**config.mk**
```make
export PLATFORM = sky130hd
export DESIGN_NAME = fwd_hazard_ctrl
export DESIGN_NICKNAME = d
export VERILOG_FILES = /design/src/rtl/fwd_hazard_ctrl.sv
export SDC_FILE = /design/constraint.sdc
export NUM_CORES = 1
export LEC_CHECK = 0
export ABC_AREA = 0
export BUFFER_PORTS_ARGS = -buffer_cell sky130_fd_sc_hd__clkbuf_2
export CAP_MARGIN = 20
export CORE_MARGIN = 2
export CORE_UTILIZATION = 53
export CTS_CLUSTER_SIZE = 25
export DETAILED_ROUTE_END_ITERATION = 10
export PLACE_DENSITY = 0.88
export SLEW_MARGIN = 10
export SYNTH_ARGS = -nofsm -noshare
export SYNTH_HDL_FRONTEND = slang
export SYNTH_SLANG_ARGS = --single-unit
```
**constraint.sdc**
```tcl
create_clock -name clk -period 2.78 [get_ports clk]
set_input_delay 0.139 -clock clk [delete_from_list [all_inputs] [get_ports clk]]
set_output_delay 0.139 -clock clk [all_outputs]
set_load 0.03 [all_outputs]
```
**src/rtl/fwd_hazard_ctrl.sv**
```systemverilog
// rtl/fwd_hazard_ctrl.sv - EX operand forwarding selects and load-use stall control
module fwd_hazard_ctrl #(
    parameter int REG_AW = 5,
    parameter int CNT_W  = 32
) (
    input  logic              clk,
    input  logic              rst_n,
    input  logic              id_valid,
    input  logic [REG_AW-1:0] id_src1,
    input  logic [REG_AW-1:0] id_src2,
    input  logic              id_src2_used,
    input  logic [REG_AW-1:0] id_dest,
    input  logic              id_wb_en,
    input  logic              id_mem_read,
    input  logic              flush,
    output logic [1:0]        ex_fwd_sel1,
    output logic [1:0]        ex_fwd_sel2,
    output logic              stall,
    output logic [CNT_W-1:0]  stall_count
);

    localparam logic [1:0] SEL_RF  = 2'd0;
    localparam logic [1:0] SEL_MEM = 2'd1;
    localparam logic [1:0] SEL_WB  = 2'd2;

    logic [REG_AW-1:0] ex_dest;
    logic              ex_wb_en;
    logic              ex_mem_read;
    logic [REG_AW-1:0] mem_dest;
    logic              mem_wb_en;
    logic [REG_AW-1:0] wb_dest;
    logic              wb_wb_en;

    logic              ex_hit1;
    logic              ex_hit2;
    logic              mem_hit1;
    logic              mem_hit2;
    logic              load_use;
    logic              bubble;
    logic [1:0]        next_sel1;
    logic [1:0]        next_sel2;

    // Today's EX/MEM producers become tomorrow's MEM/WB producers.
    always_comb begin
        ex_hit1  = ex_wb_en && (ex_dest != '0) && (id_src1 == ex_dest);
        ex_hit2  = ex_wb_en && (ex_dest != '0) && (id_src2 == ex_dest);
        mem_hit1 = mem_wb_en && (mem_dest != '0) && (id_src1 == mem_dest);
        mem_hit2 = mem_wb_en && (mem_dest != '0) && (id_src2 == mem_dest);
    end

    always_comb begin
        load_use = id_valid && ex_wb_en && ex_mem_read && (ex_dest != '0) &&
                   ((id_src1 == ex_dest) || (id_src2_used && (id_src2 == ex_dest)));
        stall    = load_use && !flush;
        bubble   = stall || flush || !id_valid;
    end

    always_comb begin
        next_sel1 = SEL_RF;
        if (ex_hit1) begin
            next_sel1 = SEL_MEM;
        end else if (mem_hit1) begin
            next_sel1 = SEL_WB;
        end
        next_sel2 = SEL_RF;
        if (ex_hit2) begin
            next_sel2 = SEL_MEM;
        end else if (mem_hit2) begin
            next_sel2 = SEL_WB;
        end
    end

    always_ff @(posedge clk) begin
        if (!rst_n) begin
            ex_dest     <= '0;
            ex_wb_en    <= 1'b0;
            ex_mem_read <= 1'b0;
            mem_dest    <= '0;
            mem_wb_en   <= 1'b0;
            wb_dest     <= '0;
            wb_wb_en    <= 1'b0;
            ex_fwd_sel1 <= SEL_RF;
            ex_fwd_sel2 <= SEL_RF;
        end else begin
            mem_dest  <= ex_dest;
            mem_wb_en <= ex_wb_en;
            wb_dest   <= mem_dest;
            wb_wb_en  <= mem_wb_en;
            if (bubble) begin
                ex_dest     <= '0;
                ex_wb_en    <= 1'b0;
                ex_mem_read <= 1'b0;
                ex_fwd_sel1 <= SEL_RF;
                ex_fwd_sel2 <= SEL_RF;
            end else begin
                // Non-writers carry dest 0 so every stage holds a canonical entry.
                ex_dest     <= id_wb_en ? id_dest : '0;
                ex_wb_en    <= id_wb_en;
                ex_mem_read <= id_mem_read && id_wb_en;
                ex_fwd_sel1 <= next_sel1;
                ex_fwd_sel2 <= next_sel2;
            end
        end
    end

    always_ff @(posedge clk) begin
        if (!rst_n) begin
            stall_count <= '0;
        end else if (stall && (stall_count != {CNT_W{1'b1}})) begin
            stall_count <= stall_count + 1'b1;
        end
    end

    always_ff @(posedge clk) begin
        if (rst_n) begin
            assert (wb_wb_en || (wb_dest == '0));
        end
    end

endmodule

```
Word level (Yosys, flattened, before mapping)
Cells that the tools add are included.
{"block": "totals", "register_bits": 49, "in_bits": 22, "out_inout_bits": 37, "wordCells": 47}
{"block": "classes", "addsub": 1, "eq_ne": 5, "mux": 4, "bitwise_logic": 2, "reduce_logical": 25}
{"cell": "adder 32 x 1 -> 32 bit (second input constant)", "n": 1}
{"cell": "inequality test 32 bit (second input constant)", "n": 1}
{"cell": "equality test 5 bit", "n": 4}
{"cell": "logical AND 1 bit", "n": 14}
{"cell": "nonzero test 5 bit", "n": 2}
{"cell": "OR reduction 3 bit", "n": 3}
{"cell": "2-to-1 mux 2 bit", "n": 2}
{"cell": "logical OR 1 bit", "n": 3}
{"cell": "logical NOT 1 bit", "n": 2}
{"cell": "2-to-1 mux 1 bit", "n": 2}
{"cell": "NOT 1 bit", "n": 2}
{"cell": "OR reduction 2 bit", "n": 1}

Longest topological paths before layout
{"block": "logic_depth", "ltp_word": 8, "ltp_mapped": 9, "mapped_depth_nobuf": 7}

Worst setup path before layout
OpenSTA, ideal clock, no wires.
{"block": "synth_timing", "path_kind": "flip-flop to flip-flop", "start": "reg stall_count[0]", "end": "reg stall_count[26]", "setup_ps": 70, "arrival_time_ps": 2158, "t_required_ps": 2710, "setup_slack_ps": 552, "stages_incl_launch_ff": 8, "n_path_buf": 0, "synth_period_minus_slack_ps": 2228, "path_cell_list": "dfxtp_1 -> ha_1 -> nand3_1 -> or3_4 -> a31oi_4 -> nand4_4 -> or4_1 -> a21oi_1"}
{"block": "synth_via", "elab_chain_cells": 2, "word_cells_on_any_way": 3, "classes_between": "1 x add/sub; 1 x eq/ne; 1 x reduce/logical"}
{"item": "start, declared", "line": "19", "source": "output logic [CNT_W-1:0] stall_count"}
{"item": "start signal, assigned", "line": "110", "source": "stall_count <= stall_count + 1'b1;"}
{"item": "branches (longest 2 deep; another with adder 32 x 1 -> 32 bit)"}
Parallel ways; which one is timed is not known.
A chain may end at the register's enable or synchronous reset.

Worst setup path after layout
{"block": "layout_timing", "start": "reg ex_dest[1]", "end": "out stall"}
{"block": "layout_via", "elab_chain_cells": 5, "word_cells_on_any_way": 8, "classes_between": "2 x eq/ne; 6 x reduce/logical"}
{"item": "start, declared", "line": "26", "source": "logic [REG_AW-1:0] ex_dest;"}
{"item": "start signal, assigned", "line": "97", "source": "ex_dest <= id_wb_en ? id_dest : '0;"}
{"item": "equality test 5 bit", "line": "53", "source": "((id_src1 == ex_dest) || (id_src2_used && (id_src2 == ex_dest)));"}
{"item": "logical AND 1 bit", "line": "53"}
{"item": "logical OR 1 bit", "line": "53"}
{"item": "logical AND 1 bit (*)", "line": "52", "source": "load_use = id_valid && ex_wb_en && ex_mem_read && (ex_dest != '0) &&"}
{"item": "logical AND 1 bit (*)", "line": "54", "source": "stall = load_use && !flush;"}
{"item": "end, declared", "line": "18", "source": "output logic stall,"}
Every way passes the cells marked *; elsewhere a longest branch is shown, timed or not.

==> qor.yml <==
route:
  wire_per_inst_um: 15.18
  routed_via_density: 5.992
  drt_iter0_markers: 246
  drc_errors: 0
  ant_nets: 0
  routed_wirelength_um: 5982
  vias: 2361
  dr.pass1.iters: 4
clock_tree:
  root_buffer: "clkbuf_8"
  cts_resized: 0
  ctsHoldBuffers: 0
  cts_buffer_depth: 2
  clkTransAtPathRegs_ns: 0.09
  numCtsBuffers: 5
  cts.sinks: 49
  htree_levels: 2
  cts_tree: "yes"
  postCtsSetupRepairBufs: 0
  clock_latency_ns: 0.30
sta:
  rsz0062_at_grt: "no"
  max_freq_mhz: 398.0
  tightest_slew_ns: 0.9126
  finalMaxSlewViolations: 0
  tns_ns: 0
  fin_crit_ns: 2.512
  hold_viol: 0
  fin_skew_ns: 0.009372
  slew_headroom_pct: 38.60
  layout_worst_path_cycle_share_pct: 90.37
  setup_viol: 0
floorplanning:
  die_x_um: 72.82
  rows: 25
  initial_utilization_pct: 54.22
  io_pins: 59
  coreArea_mm2: 0.004629
  dieHeight_um: 72.82
  die_area_mm2: 0.005302
synth:
  syn_inst: 285
  synth_edf_count: 0
  synth_area_per_cell_um2: 8.807
  netlist-cell-type-count: 49
  async_flop_share_pct: 0
  synth_nets: 308
  ys_ff_latch: 49
  syn_area_mm2: 0.002510
  yosysSeqAreaShare_pct: 39.08
  ys.flop_type: "dfxtp_1"
  ys_warn_count: 0
final_layout:
  fillers: 395
  drive_gt1_share_pct: 23.24
  mostFrequentLayoutCells: "clkbuf_2, dfxtp_1, a21oi_1"
  diodes: 0
  area_delta_synth_final_pct: 17.10
  final_nets: 362
  final_common_cell: "clkbuf_2"
pwr:
  powerDensity_mw_per_mm2: 443.8
  p_leak_uw: 0.001129
  p_sw_uw: 281.6
  sequentialPowerShare_pct: 54.2
  internal_power_uw: 1023
  combPwrFrac_pct: 4.6
  clkPwrFrac_pct: 41.2
  total_power_uw: 1304
  ir_drop_mv: 0.2736
  switching_share_pct: 21.59
worst_setup_path:
  worst_ep_arrival_time_ns: 2.37
  cp-start-kind: "register"
  crit_family: "simple AND/OR/NAND/NOR gates"
  cp-startpoint: "ex_dest[1]$_SDFF_PP0_"
  path_class: "reg2out"
  r2r-start: "ex_dest[1]$_SDFF_PP0_"
  worst_ep_required_time_ns: 2.64
  max_stage_delay_ns: 0.52
  crit_slowest_cell: "or4_1"
  crit_fanout: 27
  crit_chain: "or4_1, o21a_1, and3_1, a21bo_2, inv_2, clkbuf_2"
  worst_setup_path_end_kind: "primary output"
  path_buf_inv: 2
flow_run:
  max_cap_viol_count: 0
status:
  outcome: "finished, final reports clean"
placed_design:
  place_congestion: 0.8065
  io_buffers: 58
  dp_hpwl_um: 4193
global_routing:
  antenna_found_initial: 0
  grt_overflow: 0
  grt_max_degree: 30
  grt_pass1_vias: 2107
  grt_pass1_wl_um: 9687
  grtUsageTotal_pct: 23.01
min_path:
  holdCritStartpoint: "id_dest[3]"
  hold_class: "in2reg"
## sequential cells by signal, indices dropped and copies added, names as in the netlist
signal / count
ex_fwd_sel2: 2
ex_wb_en: 1
ex_dest: 5
ex_fwd_sel1: 2
mem_wb_en: 1
stall_count: 32
ex_mem_read: 1
mem_dest: 5
## layer usage
| metal | vias to the layer above | global-route usage, % | routed length (µm) |
|---|---|---|---|
| li1 | 1152 | - | - |
| met1 | 1109 | 28.94 | 2464 |
| met2 | 86 | 38.99 | 2987 |
| met3 | 14 | 4.420 | 386 |
| met4 | 0 | 8.642 | 144 |
| met5 | - | 0 | 0 |
## cells by family (layout without fill, tap and decap cells)
group                      count (synthesis)  after routing  synth area share [%]
and+or+nand+nor                          134            134                 32.45
xor gates and xnor gates                  20             20                 6.979
adders and majority gates                  1              1                0.4984
DFF                                       49             49                 39.08
AOI/OAI and AO/OA                         58             58                 14.96
buffers and inverters                     17             72                 3.639
muxes                                      6              6                 2.393
## power groups by stage
stage,combinational [µW],clock [µW],sequential [µW]
after floorplan,30.8,0,722
after global placement,56.5,0,723
after detailed placement,58.8,0,723
after CTS,59.7,544,707
after global routing,64.7,571,707
final,60.5,537,707
## cells in the mapped netlist (2+ instances only)
cell type,count,area share (%)
dfxtp_1,49,39
a21oi_1,23,4.6
nand2_1,20,3.0
o21ai_0,17,3.4
or3_1,17,4.2
nand3_1,16,3.2
and2_1,13,3.2
nand4_1,13,3.2
xor2_1,12,4.2
nand2b_1,8,2.0
or4_1,8,2.4
xnor2_1,8,2.8
nor2_1,7,1.0
nor3_1,7,1.4
and3_1,6,1.5
clkbuf_1,6,0.90
mux2i_1,6,2.4
o31ai_1,6,1.8
nor4_1,5,1.2
buf_2,4,0.80
inv_1,3,0.45
nor3b_1,2,0.60
o211ai_1,2,0.60
o21a_1,2,0.60
## worst paths after layout
check,end,slack [ns],cells after the start
setup / recovery,stall,0.27,6
hold / removal,ex_dest[3]$_SDFF_PP0_,0.03,2
setup reg to reg,stall_count[3]$_SDFFE_PN0P_,0.43,7
hold reg to reg,mem_wb_en$_SDFF_PN0_,0.49,1
## cell type report
| type | count | area [µm²] | share of cell area [%] |
|---|---|---|---|
| tap | 54 | 67.56 | 2.299 |
| timing repair buffer | 60 | 317.8 | 10.81 |
| clock buffer | 6 | 82.58 | 2.810 |
| multi-input combinational | 219 | 1438 | 48.91 |
| clock inverter | 2 | 37.54 | 1.277 |
| sequential | 49 | 980.9 | 33.38 |
| inverter | 4 | 15.01 | 0.5109 |
## metrics by stage
stage                     util, %  worst slack [ns]  std cells  hold WS, ns  cell area [µm²]
after floorplan                 -            0.5518        285       0.2607             2510
after global placement      60.89            0.5637        386       0.3406             2819
after detailed placement    60.89            0.5240        386       0.3409             2819
after CTS                   63.49            0.2800        394      0.02154             2939
after global routing        63.49            0.1481        394      0.01745             2939
final                       63.49            0.2676        394      0.02512             2939
(Power assumes the default switching activity.)
